### src/rtl/uart_word_tx.sv
// UART transmitter that sends one 32-bit word per frame: a start bit, then 32 data bits
// (most-significant byte first, LSB first within each byte), then STOP_BITS stop bits.
module uart_word_tx #(
  parameter int CLK_FREQ     = 100_000_000,
  parameter int BAUD         = 115_200,
  parameter int CLKS_PER_BIT = CLK_FREQ / BAUD,
  parameter int STOP_BITS    = 1
) (
  input  logic        clk,
  input  logic        rst_n,
  input  logic [31:0] tx_data,
  input  logic        tx_valid,
  output logic        tx_ready,
  output logic        tx,
  output logic        busy,
  output logic        tx_done
);

  localparam int             CW        = (CLKS_PER_BIT > 1) ? $clog2(CLKS_PER_BIT) : 1;
  localparam logic [CW-1:0]  BAUD_LAST = CW'(CLKS_PER_BIT - 1);
  localparam logic [CW-1:0]  BAUD_PRE  = CW'(CLKS_PER_BIT - 2);
  localparam logic [4:0]     STOP_LAST = 5'(STOP_BITS - 1);

  typedef enum logic [1:0] {IDLE, START, DATA, STOP} state_t;

  state_t        state;
  logic [CW-1:0] baud_cnt;
  logic [4:0]    bit_cnt;
  logic [31:0]   shreg;
  logic          baud_wrap;

  assign baud_wrap = (baud_cnt == BAUD_LAST);

  // Serial position n maps to byte (3 - n[4:3]), bit n[2:0]: MSB byte first, LSB first inside it.
  function automatic logic word_bit(input logic [31:0] w, input logic [4:0] n);
    return w[{~n[4:3], n[2:0]}];
  endfunction

  always_ff @(posedge clk or negedge rst_n) begin
    if (!rst_n) begin
      state    <= IDLE;
      tx       <= 1'b1;
      tx_ready <= 1'b1;
      busy     <= 1'b0;
      tx_done  <= 1'b0;
      baud_cnt <= '0;
      bit_cnt  <= '0;
      shreg    <= '0;
    end else begin
      tx_done <= 1'b0;
      case (state)
        IDLE: begin
          if (tx_valid && tx_ready) begin
            shreg    <= tx_data;
            state    <= START;
            tx       <= 1'b0;
            tx_ready <= 1'b0;
            busy     <= 1'b1;
            baud_cnt <= '0;
            bit_cnt  <= '0;
          end
        end
        START: begin
          if (baud_wrap) begin
            baud_cnt <= '0;
            state    <= DATA;
            tx       <= word_bit(shreg, 5'd0);
          end else begin
            baud_cnt <= baud_cnt + 1'b1;
          end
        end
        DATA: begin
          if (baud_wrap) begin
            baud_cnt <= '0;
            if (bit_cnt == 5'd31) begin
              state   <= STOP;
              bit_cnt <= '0;
              tx      <= 1'b1;
            end else begin
              bit_cnt <= bit_cnt + 5'd1;
              tx      <= word_bit(shreg, bit_cnt + 5'd1);
            end
          end else begin
            baud_cnt <= baud_cnt + 1'b1;
          end
        end
        STOP: begin
          // bit_cnt is reused here to count stop-bit times.
          if (baud_wrap) begin
            baud_cnt <= '0;
            if (bit_cnt == STOP_LAST) begin
              state    <= IDLE;
              tx_ready <= 1'b1;
              busy     <= 1'b0;
              bit_cnt  <= '0;
            end else begin
              bit_cnt <= bit_cnt + 5'd1;
            end
          end else begin
            baud_cnt <= baud_cnt + 1'b1;
            // Registered pulse lands on the final cycle of the stop period.
            if (bit_cnt == STOP_LAST && baud_cnt == BAUD_PRE) tx_done <= 1'b1;
          end
        end
        default: state <= IDLE;
      endcase
    end
  end

endmodule

### config.mk
export PLATFORM = sky130hd
export DESIGN_NAME = uart_word_tx
export DESIGN_NICKNAME = d
export VERILOG_FILES = /design/src/rtl/uart_word_tx.sv
export SDC_FILE = /design/constraint.sdc
export NUM_CORES = 1
export LEC_CHECK = 0
export ABC_CLOCK_PERIOD_IN_PS = 4250
export CAP_MARGIN = 20
export CORE_UTILIZATION = 58
export CTS_CLUSTER_DIAMETER = 100
export DETAILED_ROUTE_END_ITERATION = 6
export PLACE_DENSITY = 0.89
export SYNTH_ARGS = -nofsm -noshare
export SYNTH_HDL_FRONTEND = slang
export SYNTH_SLANG_ARGS = --single-unit
### constraint.sdc
create_clock -name clk -period 4.25 [get_ports clk]
set_clock_uncertainty 0.05 [all_clocks]
set_input_delay 0.85 -clock clk [delete_from_list [all_inputs] [get_ports clk]]
set_output_delay 0.85 -clock clk [all_outputs]
set_load 0.02 [all_outputs]
==> flow_summary.ini <==
[detailed_routing]
wl_per_cell_um = 16.5
detail-route-antenna-nets = 0
drtPass1Iterations = 4
vias_per_cell = 6.00
drc = 0
drt_wl_total_mm = 5.05
via_count = 1841
drtIter0Drc = 104

[global_route]
grt_pass1_vias = 1895
grt_usage = 0.230
grt_max_degree = 33
grt_pass1_wl_mm = 8.78
antenna_found_initial = 0
overflow = 0

[logic_synthesis]
synthArstFlopShare = 1.00
synth_warnings = 0
synthTopCellsByArea = dfrtp_1 47%, mux2_2 15%, mux4_2 6.7%
synthesis.area_mm2 = 0.00270
synth.distinct_cells = 49
ys_seq_area_frac = 0.492
syn-num-nets = 259
yosysTopAreaCellShare = 0.472
synth_seq_cells = 53
syn_avg_cell_area_um2 = 12.6
synth_ff_type = dfrtp_1
synth_edf_count = 0
synthCells = 215
synth.largest_area_cell = dfrtp_1

[cts]
cts.sinks = 53
postCtsSetupBuffers = 0
cts-root-buf = clkbuf_8
cts_tree = done
hold_buffers = 0
ctsResizeCount = 0
clk_pin_slew_ns = 0.09
worstSkewPairLatency_ns = 0.31
cts_buffer_depth = 2
htreeDepth = 2
cts_buffers = 5

[timing]
rsz0062_at_grt = no
fmax_mhz = 374
worstMarginPinSlew_ns = 0.662
relSlewSlack = 0.558
holdWs_ns = 0.434
hold_viol_final = 0
period_share = 0.629
drv_slew = 0
fin_tns_setup_ns = 0
layout_min_cycle_time_ns = 2.67
final-setup-viol-count = 0

[critical_path]
cp-start-kind = flop
critical_path_arrival_ns = 2.86
r2r-start = bit_cnt[0]
setup.worst_path.start = bit_cnt[0]
worst-path-max-fanout = 11
crit_type = reg -> reg
cp.required_ns = 4.44
cp-end-kind = flop

[cells_and_area]
n_fill_cell = 315
drive_above_1_share = 0.243
antenna_cells = 0
nets = 298
area_growth_syn_to_layout_pct = 20.0

[floorplan]
start_util = 0.612
core_area_mm2 = 0.00441
die_w_um = 70.2
ioPinCount = 39
die-area_mm2 = 0.00493
num_rows = 24
die_h_um = 70.2

[pwr]
power.density_mw_per_mm2 = 276
ir_worst_vdd_uv = 236
leakage_nw = 1.49

[worst_hold_path]
min_path_type = reg -> reg
min_from = baud_cnt[6]

[placed_design]
post-dp-hpwl_mm = 3.71
port_buffers = 38
gp_congestion = 0.849

[flow_run]
max_cap_viol_count = 0

[outcome]
outcome = finished, final reports clean
[per-stage QoR]
stage | instance area, µm² | setup WS, ns | utilization | total power (W) | std cells
2_1_floorplan | 2700 | 1.93 | - | 0.000514 | 215
3_3_place_gp | 3120 | 1.65 | 0.708 | 0.000555 | 299
3_5_place_dp | 3120 | 1.57 | 0.708 | 0.000556 | 299
4_1_cts | 3240 | 1.53 | 0.734 | 0.000907 | 307
5_1_grt | 3240 | 1.38 | 0.734 | 0.000928 | 307
6_report | 3240 | 1.58 | 0.734 | 0.000895 | 307
[state kept, by name, indices dropped and copies added, names as in the netlist]
name and flops:
tx 1, shreg 32, bit_cnt 5, baud_cnt 10, busy 1, state 2
tx_ready 1, tx_done 1
[where the power goes]
group	internal (W)	switching (W)	leakage [nW]
clock network	0.000192	0.000158	0.0585
registers	0.000504	0	0.713
logic	0.0000273	0.0000139	0.713
[path summary, 6_finish.rpt]
check                              end  slack (ns)  cells after the start
max                                 tx        1.58                      7
min                        baud_cnt[6]        0.43                      1
max reg2reg                         tx        1.58                      7
min reg2reg                baud_cnt[6]        0.43                      1
max in group asynchronous     shreg[9]        2.88                      2
min in group asynchronous  baud_cnt[7]        0.52                      1
[worst max-delay path, cell delays in order, from the launching register on]
cell	delay [ns]
dfrtp_1	0.71
inv_1	0.16
ha_1	0.54
mux4_2	0.37
mux2_1	0.33
nor4b_1	0.24
or4_1	0.15
o21ai_1	0.05
[cell families (layout without fill, tap and decap cells)]
logic type,after synthesis,count (layout),synth area share
flops,53,53,0.492
mux,49,49,0.236
simple gates,45,45,0.0982
compound gates,39,39,0.0954
buf+inv,18,58,0.0273
fa+ha+maj,9,9,0.0417
xor+xnor,2,2,0.00927
[synthesized netlist by cell type, types with 2 or more instances]
cell       n
o31ai_1    5
mux2_1     2
nor4b_1    2
and3_1     2
clkbuf_1   4
a21oi_1    3
nand3b_1   2
nand3_1    7
ha_1       9
o21ai_0   16
nand2b_1   3
dfrtp_1   51
mux4_2     8
dfstp_2    2
buf_1      2
nor2_1     9
nand2_1    5
nand4_1    4
nor2b_1    3
a31oi_1    2
mux2_2    36
mux2i_1    3
inv_1      9
[cells in the final DEF (no fill, tap or decap), types with 3 or more instances in the layout]
cell type	instances
o31ai_1	5
inv_1	9
nand3_1	7
mux2_2	36
ha_1	9
dfrtp_1	51
mux2i_1	3
nor2b_1	3
a21oi_1	3
mux4_2	8
nor2_1	9
nand4_1	4
buf_4	3
clkbuf_8	6
nand2b_1	3
nand2_1	5
clkdlybuf4s50_1	37
o21ai_0	16
[metal layers]
layer  up-vias  GRT usage  part of all wire
met5         -          0                 0
met3        12     0.0476             0.040
met4         0     0.0911             0.023
met1       895      0.297              0.42
met2        59      0.381              0.51
li1        875          -                 -
[final cells by class]
cell class / instances / area, µm² / area share
tap: 52 / 65.1 / 0.0201
inverter: 9 / 33.8 / 0.0104
clock buffer: 7 / 86.3 / 0.0266
multi-input combinational: 144 / 1300 / 0.401
clock inverter: 1 / 30.0 / 0.00927
sequential: 53 / 1330 / 0.410
timing repair buffer: 41 / 398 / 0.123
No activity file was read; power rests on OpenSTA's default activity.
